### config.mk
export PLATFORM = sky130hd
export DESIGN_NAME = mux_2to1
export DESIGN_NICKNAME = d
export VERILOG_FILES = /design/src/rtl/mux_2to1_pkg.sv /design/src/rtl/mux_2to1_core.sv /design/src/rtl/mux_2to1.sv
export SDC_FILE = /design/constraint.sdc
export NUM_CORES = 1
export LEC_CHECK = 0
export CORE_AREA = 5 5 45 67
export DETAILED_ROUTE_END_ITERATION = 7
export DIE_AREA = 0 0 50 72
export PLACE_DENSITY = 0.68
export SLEW_MARGIN = 20
export SYNTH_ARGS = -nofsm -noshare
export SYNTH_HDL_FRONTEND = slang
export SYNTH_SLANG_ARGS = --single-unit
### constraint.sdc
create_clock -name clk -period 1.6 [get_ports clk]
set_input_delay 0.32 -clock clk [delete_from_list [all_inputs] [get_ports clk]]
set_output_delay 0.32 -clock clk [all_outputs]
set_load 0.05 [all_outputs]
### src/rtl/mux_2to1_pkg.sv
// Shared sizing defaults and counter saturation helper for the 2:1 selector.
// No clocked logic here.
package mux_2to1_pkg;

    localparam int DEFAULT_WIDTH = 1;
    localparam int DEFAULT_CNT_W = 16;

    // All-ones value of a cnt_w-bit counter; shift-then-subtract also yields all ones at 64 bits.
    function automatic longint unsigned cnt_sat(input int cnt_w);
        return (64'd1 << cnt_w) - 64'd1;
    endfunction

endpackage

### src/rtl/mux_2to1_core.sv
// Combinational 2:1 selector, F = S ? B : A; zero latency.
// No flow control: the output follows the inputs continuously.
module mux_2to1_core #(
    parameter int WIDTH = mux_2to1_pkg::DEFAULT_WIDTH
) (
    input  logic [WIDTH-1:0] A,
    input  logic [WIDTH-1:0] B,
    input  logic             S,
    output logic [WIDTH-1:0] F
);

    assign F = S ? B : A;

endmodule

### src/rtl/mux_2to1.sv
// 2:1 selector with combinational F plus registered F_q/S_q and a saturating S-toggle counter.
// F is zero-latency, registered outputs lag by one edge; no backpressure, accepts every cycle.
module mux_2to1
    import mux_2to1_pkg::*;
#(
    parameter int WIDTH = DEFAULT_WIDTH,
    parameter int CNT_W = DEFAULT_CNT_W
) (
    input  logic             clk,
    input  logic             rst,
    input  logic [WIDTH-1:0] A,
    input  logic [WIDTH-1:0] B,
    input  logic             S,
    output logic [WIDTH-1:0] F,
    output logic [WIDTH-1:0] F_q,
    output logic             S_q,
    output logic [CNT_W-1:0] toggle_cnt
);

    localparam logic [CNT_W-1:0] CNT_MAX = CNT_W'(cnt_sat(CNT_W));

    logic [WIDTH-1:0] f_q, f_d;
    logic             s_q, s_d;
    logic [CNT_W-1:0] cnt_q, cnt_d;

    mux_2to1_core #(
        .WIDTH (WIDTH)
    ) u_core (
        .A (A),
        .B (B),
        .S (S),
        .F (F)
    );

    // A toggle is a difference between the current S and the last sampled S.
    always_comb begin
        f_d   = F;
        s_d   = S;
        cnt_d = cnt_q;
        if ((S != s_q) && (cnt_q != CNT_MAX)) begin
            cnt_d = cnt_q + CNT_W'(1);
        end
    end

    always_ff @(posedge clk) begin
        if (rst) begin
            f_q   <= '0;
            s_q   <= 1'b0;
            cnt_q <= '0;
        end else begin
            f_q   <= f_d;
            s_q   <= s_d;
            cnt_q <= cnt_d;
        end
    end

    assign F_q        = f_q;
    assign S_q        = s_q;
    assign toggle_cnt = cnt_q;

endmodule

==> results.yml, run 1 <==
clock_tree:
  cts_num_sinks: 18
  clock_tree_from_tritoncts: "built"
  cts-buffers-inserted: 3
  clockBufferDepth: 2
  clock_insertion_delay_worst_skew_ns: 0.30
  clockRootBuffer: "clkbuf_4"
  cts-htree-levels: 1
  cts-hold-fix-buffers: 0
  worst_setup_hold_path_clk_slew_ns: 0.11
setup_path:
  cp-start-kind: "flip-flop"
  worst_endpoint_data_arrival_time_ns: 1.76
  worstPathBufferInverterCount: 1
  worstSetupPathType: "flip-flop to flip-flop"
  crit_path_max_fanout: 9
  worstPathCellList: "nand4_1 > nor4_4 > buf_6 > nor4b_4 > mux2_4"
  timing.critical_path.max_delay_family: "simple AND/OR/NAND/NOR gates"
  critical_path.endpoint_type: "flip-flop"
  critical-path-max-stage-delay_ns: 0.38
  timing.critical_path.required_ns: 1.80
  crit_slowest_cell: "dfxtp_4"
die:
  floorplan.die_area_um2: 3600
  start_util: 0.412
  io_pins: 24
  rows: 22
  die_x_um: 50
  core_area_um2: 2370
  chipHeight_um: 72
min_path:
  holdCritPathClass: "primary input to flip-flop"
route:
  ant_nets: 0
  route.vias.total: 1021
  detailedRoute.firstPassIterationCount: 5
  detail_route.vias_per_cell: 5.83
  initialDrtViolationCount: 20
  drt-total-wl_mm: 2.80
  drc_errors: 0
  wire_per_inst_um: 16.0
job:
  max_cap_violations: 0
final_layout:
  final_layout_size_suffix_gt1_frac: 0.570
  most_common_cell_after_layout_fill_and_taps_aside: "buf_4"
  layout.nets: 158
  area_growth_pct: 76.3
  most-common-layout-cells: "buf_4 (22), dfxtp_4 (14), buf_12 (13)"
  fin_area_um2: 1720
  final_util: 0.726
  insertedDiodeCount: 0
global_route:
  global_route.overflow_total: 0
  overall_global_routing_resource_usage: 0.161
  grt_max_degree: 24
  number_of_antenna_violations_at_the_first_check_in_global_routing: 0
  grt_pass1_vias: 1058
  wire_length_of_the_first_global_routing_pass_mm: 4.62
sta:
  tightestPinTransition_ns: 0.308
  maxClockFrequency_mhz: 640
  final_min_period_over_clock_period: 0.976
  period_needed_ns: 1.56
  grt_setup_unrepaired: "yes"
  worst_slew_margin_rel: 0.792
  setup-violations-final: 0
  timing_hold_violations_final: 0
  report.final.slew_viol_count: 0
  final_critical_path_setup_slack_ns: 0.0386
  fin_skew_ns: 0.00688
power:
  post-layout-total-power_mw: 0.935
  cellLeakagePower_nw: 0.652
  irDropWorstVdd_uv: 479
  power_density_nw_per_um2: 545
placement:
  gpl.final_weighted_congestion: 0.849
  dp_slack_ns: -0.435
  buffer_ports.inserted: 23
  post_dp_cell_area_um2: 1590
  dp_hpwl_mm: 2.10
synth:
  syn_area_per_cell_um2: 9.20
  post_synth_cell_types: 31
  synth.yosys.seq_area_share: 0.370
  mappedNetlistNets: 112
  post_synthesis_sequential_element_count: 18
  netlist_area_um2: 975
  yosys_warnings: 0
  postSynthCellCount: 106
status:
  outcome: "finished clean"
Yosys cell counts:
cell type | n | share of area
mux2_2 | 5 | 0.058
mux2i_1 | 1 | 0.010
nor4b_1 | 1 | 0.0090
nor4_4 | 1 | 0.022
buf_4 | 1 | 0.0077
nor4_1 | 2 | 0.013
nand3_2 | 1 | 0.010
nor4_2 | 1 | 0.013
a21oi_1 | 10 | 0.051
clkbuf_1 | 2 | 0.0077
nor3_1 | 4 | 0.021
o31ai_1 | 5 | 0.039
or4_1 | 5 | 0.039
nand4_1 | 3 | 0.019
xor2_4 | 1 | 0.028
o21ba_2 | 1 | 0.010
dfxtp_1 | 18 | 0.37
and4_1 | 2 | 0.018
or3_1 | 4 | 0.026
o21ai_0 | 2 | 0.010
inv_1 | 4 | 0.015
nor2_1 | 8 | 0.031
ha_1 | 1 | 0.013
and3_1 | 2 | 0.013
nand2b_1 | 2 | 0.013
nor2b_1 | 6 | 0.039
o41ai_1 | 1 | 0.0090
nand2_1 | 2 | 0.0077
nand4_2 | 2 | 0.026
nand3_4 | 1 | 0.018
nand3_1 | 7 | 0.036
logic make-up (layout without fill, tap and decap cells):
group | count (synthesis) | count (layout) | synth area share
AOI/OAI and AO/OA | 19 | 19 | 0.119
xor gates and xnor gates | 1 | 1 | 0.0282
adders and majority gates | 1 | 1 | 0.0128
buffers and inverters | 7 | 52 | 0.0308
DFF | 18 | 18 | 0.370
muxes | 6 | 6 | 0.0680
and+or+nand+nor | 54 | 54 | 0.371
sequential cells by signal, indices dropped and copies added, names as in the netlist:
signal and count:
F_q 1, S_q 1, toggle_cnt 16
what timing repair did:
action	CTS	global route
buffers inserted	0	1
cloned	0	0
resized for setup	4	18
setup endpoints to repair	11	10
pin swaps	0	8
metrics by stage:
stage	hold slack, ns	std cells	setup TNS, ns
2_1_floorplan	0.447	106	-0.156
3_3_place_gp	0.506	170	-4.98
3_5_place_dp	0.500	170	-5.47
4_1_cts	0.520	174	0
5_1_grt	0.521	175	-0.199
6_report	0.530	175	0
layout make-up:
cell class | count | area [um2]
flip-flops and latches | 18 | 417
inverters | 4 | 15.0
repair buffers | 44 | 523
clock buffers | 4 | 36.3
well taps | 24 | 30.0
multi-input cells | 81 | 697
fillers | 168 | 649
report_power, final:
group / switching [mW] / internal [mW] / total (mW) / leakage, nW
clock network: 0.150 / 0.139 / 0.289 / 0.0210
registers: 0.0116 / 0.441 / 0.453 / 0.158
logic: 0.101 / 0.0933 / 0.194 / 0.473
final timing paths:
path | startpoint | endpoint | depth (start not counted) | slack (ns)
max | toggle_cnt[13]$_SDFFE_PP0P_ | toggle_cnt[15]$_SDFFE_PP0P_ | 5 | 0.04
min | S | S_q$_SDFF_PP0_ | 3 | 0.53
max reg2reg | toggle_cnt[13]$_SDFFE_PP0P_ | toggle_cnt[15]$_SDFFE_PP0P_ | 5 | 0.04
min reg2reg | toggle_cnt[7]$_SDFFE_PP0P_ | toggle_cnt[7]$_SDFFE_PP0P_ | 2 | 0.54
routing by layer:
metal	wire length [um]	up-vias	global-route usage	share of wire
met5	0	-	0	0
met4	91	0	0.0933	0.033
met3	114	11	0.0349	0.041
met2	1590	29	0.291	0.57
met1	999	489	0.163	0.36
li1	-	492	-	-
worst register-to-register path: stages, from the launching register on:
cell	delay [ns]
dfxtp_4	0.38
nand4_1	0.18
nor4_4	0.37
buf_6	0.19
nor4b_4	0.05
mux2_4	0.29
(Power assumes the default switching activity.)
==> run 2, diff against run 1 <==
clock period = 1.4 ns   (was 1.6 ns; I/O delays follow)
==> results.yml, run 2 (same netlist as run 1, synthesis figures left out) <==
status:
  outcome: "complete, but fails checks"
  failed_checks: "negative setup slack"
setup_path:
  worst_endpoint_data_arrival_time_ns: 1.82
  timing.critical_path.max_delay_family: "simple AND/OR/NAND/NOR gates"
  critical-path-max-stage-delay_ns: 0.38
  worstPathBufferInverterCount: 1
  crit_path_max_fanout: 5
  timing.critical_path.required_ns: 1.60
  worstPathCellList: "ha_4 > nand4_4 > buf_4 > nor4_4 > mux2_2"
  cp-start-kind: "flip-flop"
  critical_path.endpoint_type: "flip-flop"
  worstSetupPathType: "flip-flop to flip-flop"
  crit_slowest_cell: "dfxtp_4"
placement:
  buffer_ports.inserted: 23
  dp_hpwl_mm: 2.35
  gpl.final_weighted_congestion: 0.869
  post_dp_cell_area_um2: 1820
power:
  cellLeakagePower_nw: 0.812
  p_clk_frac: 0.269
  swShare: 0.299
  intPower_mw: 0.731
  comb_power_share: 0.237
  power_frac_seq: 0.495
  switching_power_mw: 0.312
  power_density_nw_per_um2: 519
  post-layout-total-power_mw: 1.04
  irDropWorstVdd_uv: 586
global_route:
  grt_max_degree: 24
  overall_global_routing_resource_usage: 0.190
  global_route.overflow_total: 0
  wire_length_of_the_first_global_routing_pass_mm: 5.39
  number_of_antenna_violations_at_the_first_check_in_global_routing: 0
  grt_pass1_vias: 1196
sta:
  period_needed_ns: 1.62
  final_critical_path_setup_slack_ns: -0.219
  grt_setup_unrepaired: "yes"
  setup-violations-final: 16
  worst_slew_margin_rel: 0.788
  report.final.slew_viol_count: 0
  tightestPinTransition_ns: 0.314
  fin_skew_ns: 0.00523
  timing_hold_violations_final: 0
  final_min_period_over_clock_period: 1.16
  maxClockFrequency_mhz: 618
route:
  detailedRoute.firstPassIterationCount: 4
  route.vias.total: 1120
  drt-total-wl_mm: 3.23
  initialDrtViolationCount: 25
  drc_errors: 0
  ant_nets: 0
  wire_per_inst_um: 16.5
  detail_route.vias_per_cell: 5.71
clock_tree:
  clockRootBuffer: "clkbuf_4"
  worst_setup_hold_path_clk_slew_ns: 0.11
  clock_tree_from_tritoncts: "built"
  clockBufferDepth: 2
  cts-htree-levels: 1
  cts-hold-fix-buffers: 0
  cts_num_sinks: 18
  clock_insertion_delay_worst_skew_ns: 0.31
  cts-buffers-inserted: 3
job:
  max_cap_violations: 0
final_layout:
  final-seq-area_um2: 422
  most_common_cell_after_layout_fill_and_taps_aside: "buf_4"
  most-common-layout-cells: "buf_4 (36), buf_12 (19), dfxtp_4 (16)"
  final_layout_size_suffix_gt1_frac: 0.686
  fin_area_um2: 2010
  largest_reg_flops: 16
  layout.nets: 179
  area_growth_pct: 106
  insertedDiodeCount: 0
  multi_input_comb_area_um2: 753
  fill_cells: 133
die:
  start_util: 0.412
  die_x_um: 50
  rows: 22
  io_pins: 24
  chipHeight_um: 72
  floorplan.die_area_um2: 3600
  core_area_um2: 2370
min_path:
  holdCritPathClass: "primary input to flip-flop"
run 2: layout make-up:
class,count,area share
inverter,4,0.00748
sequential,18,0.210
timing repair buffer,65,0.379
clock buffer,3,0.0112
tap,24,0.0150
clock inverter,1,0.00187
multi-input combinational,81,0.375
run 2: per-stage QoR:
step	hold WS (ns)	TNS, ns	cells	setup slack, ns	util
2_1_floorplan	0.407	-1.97	106	-0.277	-
3_3_place_gp	0.518	-7.51	189	-0.562	0.767
3_5_place_dp	0.527	-8.50	189	-0.640	0.767
4_1_cts	0.399	-2.29	194	-0.200	0.811
5_1_grt	0.399	-3.62	196	-0.301	0.848
6_report	0.372	-2.23	196	-0.219	0.848
run 2: repair_timing:
| item | 4_1_cts | 5_1_grt |
|---|---|---|
| setup buffers | 1 | 2 |
| endpoints found under the setup margin | 17 | 17 |
| hold endpoints to repair | 0 | 0 |
| gates resized for setup | 22 | 19 |
| pin swaps | 7 | 9 |
run 2: final timing paths:
path	slack (ns)	to	cells past startpoint	from
worst min register to register	0.56	toggle_cnt[5]$_SDFFE_PP0P_	2	toggle_cnt[5]$_SDFFE_PP0P_
worst min-delay path	0.37	F_q$_SDFF_PP0_	3	A
worst max-delay path	-0.22	toggle_cnt[10]$_SDFFE_PP0P_	5	toggle_cnt[1]$_SDFFE_PP0P_
worst max register to register	-0.22	toggle_cnt[10]$_SDFFE_PP0P_	5	toggle_cnt[1]$_SDFFE_PP0P_
run 2: routing by layer:
layer / global-route usage / routed length (um)
met2: 0.368 / 1890
met1: 0.175 / 1060
met5: 0 / 0
met3: 0.0431 / 165
met4: 0.0991 / 107
run 2: tightest hold or removal path, cell delays in order:
cell and delay, ns:
dlymetal6s2s_1 0.09, mux2_4 0.16, nor2b_1 0.12
run 2: power groups by stage:
stage	combinational [mW]	sequential [mW]	clock, mW
2_1_floorplan	0.0599	0.571	0
3_3_place_gp	0.231	0.527	0
3_5_place_dp	0.237	0.527	0
4_1_cts	0.240	0.516	0.273
5_1_grt	0.262	0.518	0.310
6_report	0.247	0.515	0.280
==> patch 1, RTL diff (flow settings as in run 2) <==
Change the package constant `DEFAULT_CNT_W` from 16 to 14.
--- a/src/rtl/mux_2to1_pkg.sv
+++ b/src/rtl/mux_2to1_pkg.sv
@@ -5,3 +5,3 @@
     localparam int DEFAULT_WIDTH = 1;
-    localparam int DEFAULT_CNT_W = 16;
+    localparam int DEFAULT_CNT_W = 14;
 
Interface: changed (resized toggle_cnt); port bits go from 24 to 22. The function was not compared with the original's and may differ.
==> patch 1 against run 2 <==
The flow still finishes with violations (setup timing); clock skew fell by 0.0019 ns; synthesized area fell by 17%; utilization decreased by 6.9 points; die area unchanged; hold slack better by 0.012 ns; final area decreased by 8.1%; power grew 1.3%; non-clock buffer count decreased by 2; worst setup slack improved by 0.12 ns; sequential cell count decreased by 2; critical endpoint is now toggle_cnt[7]; routed wire length is 1.6% lower; global-route usage is 3.8 points lower.
==> patch 1: results (changes against run 2) <==
status: "complete, but fails checks"  # unchanged
violations: "setup timing"  # unchanged
grt_pass1_wl_mm: 4.367  # was 5.388 mm
netlist_top_cells_area: "dfxtp_1, a21oi_1, nor2_1"  # was dfxtp_1, mux2_2, a21oi_1
slowest_delay_ns: 0.49  # was 0.38 ns
ctsResizeCount: 15  # was 22
hold_start: "B"  # was A
setup_violations: 12  # was 16
synth_compound_area_frac: 0.2012  # was 0.1194
synth_fp_nets: 94  # was 112
p_leak_nw: 0.7409  # was 0.8116 nW
dpl_cell_area_sq_mm: 0.001534  # was 0.001815 sq mm
gp_congestion: 0.8697  # was 0.8692
grt_pass1_vias: 1016  # was 1196
met3_length_um: 105  # was 165 um
fillers: 131  # was 133
met2_usage: 0.3035  # was 0.3678
use_met3: 0.01643  # was 0.04312
clock_area_frac: 0.01966  # was 0.01308
multi_input_gates: 66  # was 81
wl_per_cell_um: 17.93  # was 16.46 um
largest_register_ffs: 14  # was 16
ir_worst_vdd_mv: 0.7309  # was 0.5857 mV
worstMarginPinSlew_ns: 0.4751  # was 0.3140 ns
dpl.hpwl_mm: 1.989  # was 2.350 mm
hold-worst-slack_ns: 0.3832  # was 0.3716 ns
nonClkBufAreaFrac: 0.3919  # was 0.3794
signal_buffers: 63  # was 65
seqCellArea_sq_um: 376.6  # was 421.7 sq um
slowest_stage: "or4_4"  # was dfxtp_4
yosysUniqueCellTypes: 34  # was 31
grt_start_max_net_pins: 10  # was 24
vias_per_cell: 5.537  # was 5.714
multi_input_area_sq_um: 664.4  # was 753.2 sq um
fin_ws_ns: -0.09951  # was -0.2190 ns
fin_skew_ns: 0.003328  # was 0.005227 ns
worstReg2RegStart: "toggle_cnt[0]"  # was toggle_cnt[1]
post_cts_buffers: 5  # was 1
-- patch 1: kinds of logic (layout without fill, tap and decap cells) --
group,Yosys count,in the layout
buffers and inverters,6,71
and+or+nand+nor,38,38
adders and majority gates,1,1
DFF,16,16
muxes,3,3
xor gates and xnor gates,3,3
AOI/OAI and AO/OA,21,21
-- patch 1: per-stage QoR --
stage          cells  setup TNS (ns)  power [mW]    util  setup WS (ns)
6_report         177         -0.7591       1.056  0.7796       -0.09951
5_1_grt          177          -1.790       1.108  0.7796        -0.2000
4_1_cts          173         -0.7906       1.039  0.6987       -0.09890
3_5_place_dp     165          -6.556      0.7071  0.6480        -0.5313
3_3_place_gp     165          -6.009      0.7001  0.6480        -0.4830
2_1_floorplan     88         -0.8200      0.5791       -        -0.1181
-- patch 1: power by group --
part,internal (mW),switching (mW)
clock network,0.158,0.149
registers,0.447,0.0185
logic,0.151,0.133
==> patch 2, RTL diff (flow settings as in run 2) <==
Made on the original files. Reset style: asynchronous (`rst`), changed in one clocked block.
--- a/src/rtl/mux_2to1.sv
+++ b/src/rtl/mux_2to1.sv
@@ -44,3 +44,3 @@
 
-    always_ff @(posedge clk) begin
+    always_ff @(posedge clk or posedge rst) begin
         if (rst) begin
Check against the original RTL: differs if rst is asserted again (counterexample within 4 cycles, from zero or initial values and one cycle with rst high); with rst held inactive, the same outputs for 10 cycles.
==> patch 2 against run 2 <==
The flow still finishes with violations (setup timing); worst setup slack lost 0.13 ns; synthesized area shrank 13%; final area grew 4.7%; clock skew grew 0.0041 ns; routed wire length grew 30%; cell count shrank 7.1%; sequential cell count is the same; critical path type unchanged; critical endpoint is now toggle_cnt[15]; highest routed layer unchanged.
Power is left out: it rests on default switching activity, and per cell area and clock period it moved more than threefold.
==> patch 2: results (changes against run 2) <==
worst_r2r_endpoint: "toggle_cnt[15]"  # was toggle_cnt[10]
status: "complete, but fails checks"  # unchanged
grt_start_max_net_pins: 19  # was 24
dpl_cell_area_sq_mm: 0.001659  # was 0.001815 sq mm
setup_violations: 22  # was 16
worstPathArrival_ns: 1.95  # was 1.82 ns
slowest_stage: "or4b_4"  # was dfxtp_4
worstMarginPinSlew_ns: 0.3640  # was 0.3140 ns
fin_skew_ns: 0.009340  # was 0.005227 ns
fin_ws_ns: -0.3462  # was -0.2190 ns
drt_wl_total_mm: 4.179  # was 3.227 mm
holdPathStages: 2  # was 3
gp_congestion: 0.7982  # was 0.8692
vias: 952  # was 1120
met3_length_um: 36  # was 165 um
synth_fp_nets: 79  # was 112
hold-worst-slack_ns: 0.2555  # was 0.3716 ns
fillers: 93  # was 133
dp_cells: 157  # was 189
seq_area_frac_synth: 0.5318  # was 0.3697
dpl.hpwl_mm: 1.967  # was 2.350 mm
hold_start: "B"  # was A
slowest_delay_ns: 0.55  # was 0.38 ns
worstRegToRegCells: 4  # was 5
yosysUniqueCellTypes: 19  # was 31
drive_above_1_share: 0.8101  # was 0.6860
crit_path_max_fanout: 2  # was 5
drt-met1-wl_mm: 1.557  # was 1.064 mm
netlist_top_cells_area: "dfrtp_1, xor2_1, xnor2_1"  # was dfxtp_1, mux2_2, a21oi_1
dr.first_iter.drc_count: 31  # was 25
violations: "setup timing"  # unchanged
post_synth.cell_area_avg_sq_um: 11.60  # was 9.195 sq um
worstReg2RegStart: "S_q"  # was toggle_cnt[1]
grt_pass1_wl_mm: 5.678  # was 5.388 mm
pre_cts_slack_ns: -0.6700  # was -0.6403 ns
patch 2: changes by cell type in the layout (fill, tap and decap cells not counted), sizes merged, moves of 3 or more:
| cell | change |
|---|---|
| dfrtp | +18 |
| dfxtp | -18 |
| buf | +16 |
| a21oi | -10 |
| xnor2 | +8 |
| xor2 | +8 |
| nor2b | -6 |
| nor2 | -5 |
| o31ai | -5 |
| or3 | -4 |
| or4 | -4 |
| mux2 | -3 |
patch 2: kinds of logic (layout without fill, tap and decap cells):
logic type,Yosys count,after routing,synth area share
xor gates and xnor gates,17,17,0.1758
adders and majority gates,1,1,0.01477
buffers and inverters,2,87,0.008866
DFF,18,18,0.5318
muxes,2,2,0.02659
and+or+nand+nor,33,33,0.2422
patch 2: worst max-delay path by stage:
stage / start / endpoint / slack, ns / cells after the start
after floorplan: toggle_cnt[4] / toggle_cnt[15] / -0.37 / 4
after global placement: S / toggle_cnt[15] / -0.56 / 5
after detailed placement: S / toggle_cnt[15] / -0.67 / 5
after CTS: S_q / toggle_cnt[15] / -0.24 / 4
after global routing: S_q / toggle_cnt[15] / -0.41 / 4
final: S_q / toggle_cnt[15] / -0.35 / 4
patch 2: routing by layer:
metal  vias up  GRT usage
li1        432          -
met1       496     0.2256
met2        20     0.3748
met3         4    0.01848
met4         0     0.1487
met5         -          0
patch 2: what timing repair did:
action                                  in CTS  in global routing
gates cloned                                 0                  0
setup buffers                               15                 10
gates resized for setup                     36                 20
hold buffers                                 0                  0
endpoints found under the setup margin      17                 24
pin swaps                                   17                 13
patch 2: cell type report:
class	instances	area [sq um]	share of cell area
Clock buffer	4	36.28	0.01726
Tap cell	24	30.03	0.01429
Sequential cell	18	471.7	0.2244
Inverter	2	7.507	0.003571
Timing Repair Buffer	81	927.1	0.4411
Multi-Input combinational cell	53	629.4	0.2994
